==> src/rtl/crop_stream_arbiter.sv <==
// -----------------------------------------------------------------------------
// crop_stream_arbiter
//
// Frame-granular round-robin scheduler that time-shares one crop_plus_fifo
// core between NUM_SRC raster pixel streams. A source is granted the core for
// one full IN_ROWS*IN_COLS input frame. The core's cropped output is passed
// straight through, tagged with the granted source id and a last-beat flag.
// Only one frame is ever resident in the core, so every output beat belongs
// to the current grant.
//
// Ports
//   clk, reset        : clock, synchronous active-high reset
//   s_pixel_in        : NUM_SRC packed pixels, source i in slice i
//   s_in_valid        : per-source valid
//   s_in_ready        : per-source ready (only the granted source, in FEED)
//   core_pixel_in     : pixel to the core
//   core_in_valid     : valid to the core
//   core_in_ready     : ready from the core
//   core_pixel_out    : cropped pixel from the core
//   core_out_valid    : valid from the core
//   core_out_ready    : ready to the core
//   pixel_out         : cropped pixel to downstream
//   out_valid         : output valid
//   out_ready         : downstream ready
//   out_src           : source id of the current output beat
//   out_last          : final beat of a crop
//   busy              : arbiter is not IDLE
//   proto_err         : sticky, core_out_valid was seen while IDLE
// -----------------------------------------------------------------------------
module crop_stream_arbiter #(
    parameter int PIXEL_BIT_WIDTH = 12,
    parameter int NUM_SRC         = 4,
    parameter int IN_ROWS         = 40,
    parameter int IN_COLS         = 40,
    parameter int OUT_ROWS        = 20,
    parameter int OUT_COLS        = 20,
    parameter int SRC_W           = $clog2(NUM_SRC)
) (
    input  logic                               clk,
    input  logic                               reset,
    input  logic [NUM_SRC*PIXEL_BIT_WIDTH-1:0] s_pixel_in,
    input  logic [NUM_SRC-1:0]                 s_in_valid,
    output logic [NUM_SRC-1:0]                 s_in_ready,
    output logic [PIXEL_BIT_WIDTH-1:0]         core_pixel_in,
    output logic                               core_in_valid,
    input  logic                               core_in_ready,
    input  logic [PIXEL_BIT_WIDTH-1:0]         core_pixel_out,
    input  logic                               core_out_valid,
    output logic                               core_out_ready,
    output logic [PIXEL_BIT_WIDTH-1:0]         pixel_out,
    output logic                               out_valid,
    input  logic                               out_ready,
    output logic [SRC_W-1:0]                   out_src,
    output logic                               out_last,
    output logic                               busy,
    output logic                               proto_err
);

    localparam int IN_BEATS  = IN_ROWS * IN_COLS;
    localparam int OUT_BEATS = OUT_ROWS * OUT_COLS;
    localparam int IN_CW     = $clog2(IN_BEATS + 1);
    localparam int OUT_CW    = $clog2(OUT_BEATS + 1);

    localparam logic [IN_CW-1:0]  IN_LAST  = IN_CW'(IN_BEATS - 1);
    localparam logic [OUT_CW-1:0] OUT_LAST = OUT_CW'(OUT_BEATS - 1);
    // out_cnt parks here when the whole crop drained while still in FEED.
    localparam logic [OUT_CW-1:0] OUT_DONE = OUT_CW'(OUT_BEATS);

    typedef enum logic [1:0] {
        IDLE  = 2'd0,
        FEED  = 2'd1,
        DRAIN = 2'd2
    } state_e;

    state_e              state_q, state_d;
    logic [SRC_W-1:0]    gnt_q, gnt_d;
    logic [SRC_W-1:0]    rr_ptr_q, rr_ptr_d;
    logic [IN_CW-1:0]    in_cnt_q, in_cnt_d;
    logic [OUT_CW-1:0]   out_cnt_q, out_cnt_d;
    logic                proto_err_q, proto_err_d;

    // Unpacked view of the source pixel bus so the granted slice is a plain
    // array index.
    logic [PIXEL_BIT_WIDTH-1:0] src_pix [NUM_SRC];
    for (genvar g = 0; g < NUM_SRC; g++) begin : g_src_pix
        assign src_pix[g] = s_pixel_in[g*PIXEL_BIT_WIDTH +: PIXEL_BIT_WIDTH];
    end

    // -------------------------------------------------------------------------
    // Round-robin pick: first requester after rr_ptr, wrapping modulo NUM_SRC.
    // -------------------------------------------------------------------------
    logic             req_any;
    logic [SRC_W-1:0] winner;

    always_comb begin : rr_pick
        logic [SRC_W-1:0] cand;
        // NOTE: every variable written in a combinational block gets a default
        // first; otherwise an unassigned path infers a latch.
        req_any = 1'b0;
        winner  = '0;
        cand    = '0;
        for (int k = 1; k <= NUM_SRC; k++) begin
            cand = SRC_W'((int'(rr_ptr_q) + k) % NUM_SRC);
            if (!req_any && s_in_valid[cand]) begin
                req_any = 1'b1;
                winner  = cand;
            end
        end
    end

    logic in_fire;
    logic out_fire;

    assign in_fire  = core_in_valid & core_in_ready;
    assign out_fire = out_valid & out_ready;

    // -------------------------------------------------------------------------
    // State register
    // -------------------------------------------------------------------------
    always_ff @(posedge clk) begin
        // NOTE: sequential state uses non-blocking assignments so every
        // register samples pre-edge values regardless of statement order.
        if (reset) begin
            state_q     <= IDLE;
            gnt_q       <= '0;
            rr_ptr_q    <= SRC_W'(NUM_SRC - 1);
            in_cnt_q    <= '0;
            out_cnt_q   <= '0;
            proto_err_q <= 1'b0;
        end else begin
            state_q     <= state_d;
            gnt_q       <= gnt_d;
            rr_ptr_q    <= rr_ptr_d;
            in_cnt_q    <= in_cnt_d;
            out_cnt_q   <= out_cnt_d;
            proto_err_q <= proto_err_d;
        end
    end

    // -------------------------------------------------------------------------
    // Next-state logic
    // -------------------------------------------------------------------------
    always_comb begin
        state_d     = state_q;
        gnt_d       = gnt_q;
        rr_ptr_d    = rr_ptr_q;
        in_cnt_d    = in_cnt_q;
        out_cnt_d   = out_cnt_q;
        proto_err_d = proto_err_q;

        unique case (state_q)
            IDLE: begin
                // No frame is resident, so the core has nothing to emit.
                if (core_out_valid) begin
                    proto_err_d = 1'b1;
                end
                if (req_any) begin
                    gnt_d    = winner;
                    rr_ptr_d = winner;
                    state_d  = FEED;
                end
            end

            FEED: begin
                if (in_fire) begin
                    if (in_cnt_q == IN_LAST) begin
                        in_cnt_d = '0;
                        state_d  = DRAIN;
                    end else begin
                        in_cnt_d = in_cnt_q + 1'b1;
                    end
                end
                if (out_fire && (out_cnt_q != OUT_DONE)) begin
                    out_cnt_d = out_cnt_q + 1'b1;
                end
            end

            DRAIN: begin
                if ((out_fire && out_last) || (out_cnt_q == OUT_DONE)) begin
                    out_cnt_d = '0;
                    state_d   = IDLE;
                end else if (out_fire) begin
                    out_cnt_d = out_cnt_q + 1'b1;
                end
            end

            default: begin
                state_d = IDLE;
            end
        endcase
    end

    // -------------------------------------------------------------------------
    // Output logic: input mux in FEED, zero-latency output pass-through in
    // FEED and DRAIN. out_src is stable across stalls since gnt only moves in
    // IDLE.
    // -------------------------------------------------------------------------
    always_comb begin
        s_in_ready     = '0;
        core_in_valid  = 1'b0;
        core_pixel_in  = src_pix[gnt_q];
        core_out_ready = 1'b0;
        out_valid      = 1'b0;
        out_last       = 1'b0;
        pixel_out      = core_pixel_out;
        out_src        = gnt_q;

        if (state_q == FEED) begin
            core_in_valid     = s_in_valid[gnt_q];
            s_in_ready[gnt_q] = core_in_ready;
        end

        if (state_q != IDLE) begin
            out_valid      = core_out_valid;
            core_out_ready = out_ready;
            out_last       = core_out_valid && (out_cnt_q == OUT_LAST);
        end
    end

    assign busy      = (state_q != IDLE);
    assign proto_err = proto_err_q;

endmodule

==> config.mk <==
export PLATFORM = sky130hd
export DESIGN_NAME = crop_stream_arbiter
export DESIGN_NICKNAME = d
export VERILOG_FILES = /design/src/rtl/crop_stream_arbiter.sv
export SDC_FILE = /design/constraint.sdc
export NUM_CORES = 1
export LEC_CHECK = 0
export CORE_ASPECT_RATIO = 1.75
export CORE_MARGIN = 10
export CORE_UTILIZATION = 42
export DETAILED_ROUTE_END_ITERATION = 10
export GPL_TIMING_DRIVEN = 0
export PLACE_DENSITY = 0.84
export SLEW_MARGIN = 0
export SYNTH_ARGS = -nofsm -noshare
export SYNTH_HDL_FRONTEND = slang
export SYNTH_SLANG_ARGS = --single-unit
==> constraint.sdc <==
create_clock -name clk -period 3.1 [get_ports clk]
set_input_delay 0.62 -clock clk [delete_from_list [all_inputs] [get_ports clk]]
set_output_delay 0.62 -clock clk [all_outputs]
set_load 0.05 [all_outputs]
* After elaboration in Yosys (flattened, before gate mapping) *
Cells that the tools add are included.

word-level totals
  memories = 0
  register bits after elaboration = 27
  memory bits (read-only) = 0
  logic and storage cells = 92
  memory bits (writable) = 0
  bits in latches = 0
  input bits = 69

operators by class
  add/sub/neg operators = 6
  order comparisons = 7
  eq/ne operators = 12
  bitwise operators = 4
  reduce and logical (&&, ||, !) cells = 19
  muxes and demuxes = 38
  div/mod/pow operators = 0
  multiply operators = 0
  shift operators = 0

operator list
  cell                                                                   count
  9-bit 2-to-1 mux                                                       3
  12-bit binary-select mux with 2-bit select                             1
  12-bit 2-to-1 mux                                                      2
  9-bit equality test (second input constant)                            2
  9-bit case mux with 2 select lines                                     1
  2-bit 2-to-1 mux                                                       8
  2-bit by 3-bit < comparator with 1-bit output (second input constant)  5
  1-bit 2-to-1 mux                                                       14
  11-bit by 1-bit adder with 11-bit output (second input constant)       1
  11-bit equality test (second input constant)                           1
  11-bit 2-to-1 mux                                                      1
  1-bit binary-select mux with 2-bit select                              5
  2-bit inequality test (second input constant)                          5
  9-bit by 1-bit adder with 9-bit output (second input constant)         1
  9-bit inequality test (second input constant)                          1
  1-bit logical AND                                                      7
  2-bit case mux with 3 select lines                                     1
  2-bit AND reduction                                                    3
  2-bit by 1-bit adder with 2-bit output (second input constant)         2
  2-bit adder (second input constant)                                    2
  4-bit bitwise AND                                                      1
  4-bit 2-to-1 mux                                                       1
  4-bit AND reduction                                                    1
  2-bit nonzero test                                                     2
  other kinds (12)                                                       15

* Depth between registers and ports, before layout *
Gate-level depths: netlist of the first run.

  depth in word-level cells = 15
  depth in mapped cells = 8
  mapped depth without buffers = 7

* Worst setup path after synthesis of the first run *
OpenSTA, ideal clock, no wires.

  kind = register to output
  start point = reg gnt_q[0] (netlist: out_src[0])
  end point = out s_in_ready[1]
  path buffers = 2
  slack = 107 ps
  data arrival time = 2373 ps
  cell stages (with the launch flop) = 5
  path through = dfxtp_1 -> buf_2 -> buf_2 -> inv_1 -> nor3_1

between the ends
  longest elaborated chain between the ends = 6
  elaborated cells on any way between the ends = 7
  classes of those cells = order compare (2); mux (3); bitwise (1); reduce/logical (1)

RTL lines
  what                                                                                                                                          line  text
  start, declared                                                                                                                               76    logic [SRC_W-1:0] gnt_q, gnt_d;
  start signal, assigned                                                                                                                        132   gnt_q <= gnt_d;
  2-bit by 3-bit < comparator with 1-bit output (not written as such) / 2-bit by 1-bit >= comparator with 1-bit output (equally long branches)  210   s_in_ready[gnt_q] = core_in_ready;
  1-bit logical AND (not written as such)                                                                                                       210
  1-bit 2-to-1 mux (not written as such)                                                                                                        210
  1-bit demux with 2-bit select *                                                                                                               210
  4-bit bitwise AND (no source line) *                                                                                                          --
  4-bit 2-to-1 mux *                                                                                                                            208   if (state_q == FEED) begin
  end, declared                                                                                                                                 43    output logic [NUM_SRC-1:0] s_in_ready,

Every way passes the cells marked *; elsewhere a longest branch is shown, timed or not.

* Worst setup path after layout of the first run *
  start point = in core_out_valid
  end point = out out_last

between the ends
  longest elaborated chain between the ends = 2

RTL lines
  what               line  text
  start, declared    48    input logic core_out_valid,
  1-bit logical AND  216   out_last = core_out_valid && (out_cnt_q == OUT_LAST);
  1-bit 2-to-1 mux   213   if (state_q != IDLE) begin
  end, declared      54    output logic out_last,

No other way between the ends.

==> flow_metrics.tcl, run 1 <==
set metrics [dict create \
    status "finished clean" \
    endpoint_kind "output port" \
    cts_root_buf "clkbuf_8" \
    cts_tree "done" \
    slew_headroom_pct 55.6 \
    grt_pass1_vias 1932 \
    setup_violations 0 \
    finalSetupTns_ns 0 \
    dpl-instance-area_um2 2930 \
    cts.sinks 27 \
    instances_no_fill 368 \
    grt.total_usage_pct 15.9 \
    clock_power_share_pct 10.3 \
    setup_slack_ns 0.128 \
    top_layer_used "met4" \
    pwr-share-comb_pct 67.8 \
    fin_worst_skew_ns 0.00881 \
    async_reset_ff_share_pct 0 \
    postCtsSetupBuffers 0 \
    yosys.area.top_type_share_pct 27.9 \
    syn-num-nets 296 \
    synth_top_family_by_area "simple AND/OR/NAND/NOR gates" \
    critPathKind "in -> out" \
    hold_viol_final 0 \
    drive_gt1_share_pct 12.0 \
    p_switching_mw 0.947 \
    design.portCount 105 \
    yosysTopAreaCell "dfxtp_1" \
    startpoint_type "input port" \
    p_int_mw 1.01 \
    die_x_um 71.4 \
    clock_latency_ns 0.28 \
    nets 393 \
    core_um2 4440 \
    place_congestion 0.853 \
    ir_worst_vdd_v 0.000611 \
    cp.arrival_ns 2.35 \
    cp_data_required_time_ns 2.48 \
    n_antenna_cell 0 \
    vias 1965 \
    worst_slew_pin_slew_ns 0.660 \
    rsz0062_at_grt "false" \
    wire_per_inst_um 17.6 \
    fp.dieH_um 110 \
    cts_buffer_depth 2 \
    postSynthCellCount 221 \
    synth.avg_cell_area_um2 8.78 \
    routed-wl-met2_um 3540 \
    period_minus_slack_ns 2.97 \
    grt_max_degree 16 \
    synth-simple-area-share_pct 24.1 \
    cts_max_level 1 \
    synthesis.area_um2 1940 \
    ant_nets 0 \
    synth_ff_type "dfxtp_1" \
    wl_met3_um 408 \
    die-area_um2 7850 \
    powerDensity_nw_per_um2 655 \
    synthMuxAreaShare_pct 16.5 \
    io_buffers 92 \
    grt_pass1_wl_um 10000 \
    placed_cells 364 \
    ff2ff_setup_slack_ns 0.83 \
    clock.fmax_ghz 0.337 \
    slowest_stage "clkdlybuf4s50_1" \
    syn2layout_area_growth_pct 54.0 \
    synth-seq-area-share_pct 27.9 \
    synth_xor_area_share_pct 5.42 \
    std_cell_rows 32 \
    synth_edf_count 0 \
    timing.final.crit_share_pct 95.9 \
    drc 0 \
    timing.critical_path.mode_cell "clkdlybuf4s50_1" \
    worst-path-buf-inv 2 \
    hpwl_um 5540 \
    cts_buffers 3 \
    start_util_pct 43.7 \
    ys_ff_latch 27 \
    place_ws_ns -0.111 \
    ys_types 45 \
    path_max_fanout 4 \
    synth_adder_area_share_pct 3.87 \
    finish.instance_area_um2 2990 \
    p_seq_share_pct 22.0 \
    first_pass_iters 4 \
    min_path_type "reg -> reg" \
    drv_cap 0 \
    cp_cell_sequence "clkdlybuf4s50_1 -> nor2b_1 -> and3_1 -> clkdlybuf4s50_1" \
    drt-met1-wl_um 2460 \
    yosys_warnings 0 \
    crit_family "buffers and inverters" \
    wirelength_um 6480 \
    p_leak_nw 1.13 \
    drtIter0Drc 55 \
    antenna_found_initial 0 \
    synth.area.top_cells "dfxtp_1 (28%), mux4_2 (13%), nor2_1 (4.8%)" \
    slew_viol_final 0 \
    worst_path_largest_cell_delay_ns 0.81 \
    post_drt_via_cell_ratio 5.34 \
    synth_compound_area_share_pct 12.8 \
    overflow 0 \
    clk_pin_slew_ns 0.09 \
    switching_share_pct 48.4 \
]
cell families after synthesis:
group	after synthesis
muxes	15
and+or+nand+nor	88
AOI/OAI and AO/OA	39
buffers and inverters	34
adders and majority gates	6
xor gates and xnor gates	12
DFF	27
metrics by stage:
stage	utilization (%)	power, mW	hold WS (ns)
floorplan	-	1.37	0.452
global placement	65.8	1.76	0.455
detailed placement	65.8	1.78	0.466
CTS	66.8	1.98	0.483
global route	67.2	2.06	0.511
finish	67.2	1.96	0.476
path summary, 6_finish.rpt:
check / from / to / cells after the start
max: core_out_valid / out_last / 4
min: proto_err$_SDFFE_PP0P_ / proto_err$_SDFFE_PP0P_ / 2
max reg2reg: state_q[0]$_SDFFE_PP0P_ / state_q[0]$_SDFFE_PP0P_ / 8
min reg2reg: proto_err$_SDFFE_PP0P_ / proto_err$_SDFFE_PP0P_ / 2
power by group through the flow:
stage | registers (mW) | logic, mW | clock network [mW]
3_3_place_gp | 0.436 | 1.33 | 0
2_1_floorplan | 0.479 | 0.892 | 0
4_1_cts | 0.431 | 1.34 | 0.204
3_5_place_dp | 0.439 | 1.34 | 0
5_1_grt | 0.438 | 1.41 | 0.217
6_report | 0.430 | 1.33 | 0.201
cell usage after synthesis, types with 3 or more instances:
cell type  count
nand2_1       12
buf_4         12
nand4_1        3
clkbuf_1       4
nand3_1        9
ha_1           6
xnor2_1        8
and3_1         3
mux4_2        11
inv_1         14
a211oi_1       3
nor2b_1        4
nand2b_1       4
o21ai_0        7
nor4_1         3
nor3_1        10
dfxtp_1       27
a21oi_1       14
or3_1          5
buf_2          3
nor2_1        25
xor2_1         4
placed cells by master (no fill, tap or decap), drive strengths merged, types with 2 or more instances in the layout:
cell           instances
clkdlybuf4s50         84
dfxtp                 27
nor2                  25
buf                   16
inv                   14
a21oi                 14
mux4                  13
nand2                 12
nor3                  10
nand3                 10
xnor2                  8
o21ai                  8
dlymetal6s2s           7
clkbuf                 7
ha                     6
or3                    5
nor2b                  4
nand2b                 4
xor2                   4
a211oi                 4
and3                   3
nand4                  3
nor4                   3
nand4bb                2
a31oi                  2
nand3b                 2
or3b                   2
o21bai                 2
mux2i                  2
tightest hold or removal path: cells and delay by family, from the launching register on:
family           cells  cell delay (ns)
AO/OA/AOI/OAI        1             0.04
flip-flops           1             0.33
AND/OR/NAND/NOR      1             0.07
flip-flops by register name, summed over array words and instances (netlist names):
signal     cells
out_src        2
rr_ptr_q       2
out_cnt_q      9
in_cnt_q      11
proto_err      1
state_q        2
timing repair:
item | in CTS | in global routing
pin swaps | 0 | 0
setup endpoints to repair | 1 | 7
hold buffers | 0 | 0
resized for setup | 1 | 7
routing by layer:
metal / GRT usage [%] / vias up
met5: 0 / -
met4: 4.58 / 0
met3: 3.16 / 4
met2: 31.1 / 75
met1: 16.1 / 908
li1: - / 978
area by class of cell:
type / instances / area (µm²)
fillers: 364 / 1460
multi-input cells: 160 / 1220
repair buffers: 92 / 937
flip-flops and latches: 27 / 541
plain buffers: 20 / 131
well taps: 51 / 63.8
inverters: 14 / 52.6
clock buffers: 3 / 41.3
clock inverters: 1 / 5.00
(Power assumes the default switching activity.)
==> run 2, diff against run 1 <==
Settings changed: CORE_UTILIZATION 42 to 39, PLACE_DENSITY 0.84 to 0.78.
Clock period 3.1 ns to 3.3 ns, I/O delays scaled along.
==> flow_metrics.tcl, run 2 (synthesis gave the netlist of run 1 again) <==
set metrics [dict create \
    cp_cell_sequence "buf_2 -> buf_2 -> mux4_2 -> clkdlybuf4s50_1" \
    cts_tree "done" \
    grt.total_usage_pct 14.7 \
    overflow 0 \
    cts_max_level 1 \
    clock.fmax_ghz 0.325 \
    worst-path-buf-inv 3 \
    timing.final.crit_share_pct 93.4 \
    layout_common_cells "clkdlybuf4s50_1 (91), dfxtp_1 (27), nor2_1 (25)" \
    syn2layout_area_growth_pct 53.4 \
    cts_root_buf "clkbuf_8" \
    rr_startpoint "state_q[1]$_SDFFE_PP0P_" \
    place_ws_ns 0.00791 \
    n_antenna_cell 0 \
    largest_reg_flops 11 \
    worstHoldStart "in_cnt_q[1]$_SDFFE_PP0P_" \
    critPathKind "reg -> out" \
    grt_max_degree 17 \
    hold_viol_final 0 \
    cp_data_required_time_ns 2.64 \
    cts_buffers 3 \
    pwr-share-comb_pct 67.9 \
    die_x_um 73.3 \
    wire_per_inst_um 17.2 \
    reg.largest.list "in_cnt_q (11), out_cnt_q (9)" \
    postCtsSetupBuffers 0 \
    post-route-util_pct 62.7 \
    drive_gt1_share_pct 12.0 \
    cts-resized-gates 0 \
    p_leak_nw 1.07 \
    hpwl_um 5480 \
    grt_pass1_vias 2060 \
    min_path_type "reg -> reg" \
    die-area_um2 8310 \
    p_int_mw 0.957 \
    core_um2 4750 \
    cts.sinks 27 \
    setup_slack_ns 0.218 \
    powerDensity_nw_per_um2 623 \
    wirelength_um 6350 \
    grt_pass1_wl_um 9980 \
    finish.instance_area_um2 2980 \
    ir_worst_vdd_v 0.000624 \
    period_minus_slack_ns 3.08 \
    ctsHoldBuffers 0 \
    finalSetupTns_ns 0 \
    io_buffers 92 \
    start_util_pct 40.9 \
    std_cell_rows 33 \
    antenna_found_initial 0 \
    clock_power_share_pct 10.4 \
    regArea_um2 541 \
    p_seq_share_pct 21.8 \
    multi_input_comb_area_um2 1220 \
    drc 0 \
    fillers 405 \
    top_register "in_cnt_q" \
    post_drt_via_cell_ratio 5.50 \
    slowest_stage "clkdlybuf4s50_1" \
    worst_slew_pin_slew_ns 0.632 \
    worst_path_largest_cell_delay_ns 0.72 \
    crit_family "buffers and inverters" \
    status "finished clean" \
    met2_usage_pct 30.3 \
    slew_viol_final 0 \
    slew_headroom_pct 57.5 \
    vias 2029 \
    clock_latency_ns 0.28 \
    drtIter0Drc 54 \
    dpl-instance-area_um2 2930 \
    startpoint_type "flop" \
    cts_buffer_depth 2 \
    instances_no_fill 369 \
    timing.critical_path.mode_cell "buf_2" \
    placed_cells 365 \
    final_common_cell "clkdlybuf4s50_1" \
    design.portCount 105 \
    path_max_fanout 10 \
    clk_pin_slew_ns 0.10 \
    grtUsageMet1_pct 13.1 \
    fin_worst_skew_ns 0.00512 \
    cp.arrival_ns 2.42 \
    rsz0062_at_grt "false" \
    place_congestion 0.843 \
    ant_nets 0 \
    endpoint_kind "output port" \
    p_switching_mw 0.897 \
    top_usage_layer "met2" \
    drv_cap 0 \
    first_pass_iters 4 \
    gr-usage-met3_pct 3.76 \
    startpoint "out_src[0]$_SDFFE_PP0P_" \
    nets 393 \
    setup_violations 0 \
    switching_share_pct 48.4 \
    fp.dieH_um 113 \
]
run 2: through the flow:
step / total power, mW / hold slack, ns
after floorplan: 1.29 / 0.452
after global placement: 1.66 / 0.457
after detailed placement: 1.68 / 0.466
after CTS: 1.88 / 0.481
after global routing: 1.96 / 0.509
final: 1.85 / 0.479
run 2: worst paths after layout:
path	slack, ns	to	depth (start not counted)
min	0.48	in_cnt_q[1]$_SDFFE_PP0P_	2
max	0.22	core_pixel_in[5]	4
max reg2reg	1.10	state_q[0]$_SDFFE_PP0P_	8
min reg2reg	0.48	in_cnt_q[1]$_SDFFE_PP0P_	2
run 2: routing by layer:
| metal | wire length [µm] | vias up |
|---|---|---|
| met5 | 0 | - |
| met1 | 2180 | 960 |
| li1 | - | 978 |
| met3 | 531 | 4 |
| met4 | 41 | 0 |
| met2 | 3590 | 87 |
run 2: area by class of cell:
| cell class | instances | area share (%) |
|---|---|---|
| Buffer | 20 | 4.41 |
| Clock buffer | 3 | 1.39 |
| Clock inverter | 1 | 0.252 |
| Inverter | 14 | 1.76 |
| Multi-Input combinational cell | 160 | 40.8 |
| Sequential cell | 27 | 18.2 |
| Tap cell | 52 | 2.18 |
| Timing Repair Buffer | 92 | 31.0 |
run 2: power by group through the flow:
| stage | combinational (mW) | sequential (mW) | clock [mW] |
|---|---|---|---|
| 2_1_floorplan | 0.838 | 0.450 | 0 |
| 3_3_place_gp | 1.26 | 0.410 | 0 |
| 3_5_place_dp | 1.27 | 0.411 | 0 |
| 4_1_cts | 1.27 | 0.403 | 0.202 |
| 5_1_grt | 1.34 | 0.411 | 0.210 |
| 6_report | 1.26 | 0.404 | 0.192 |
run 2: tightest hold or removal path, stage by stage (launching register included):
cell and delay [ns]:
dfxtp_1 0.33, nand2_1 0.06, a21oi_1 0.05
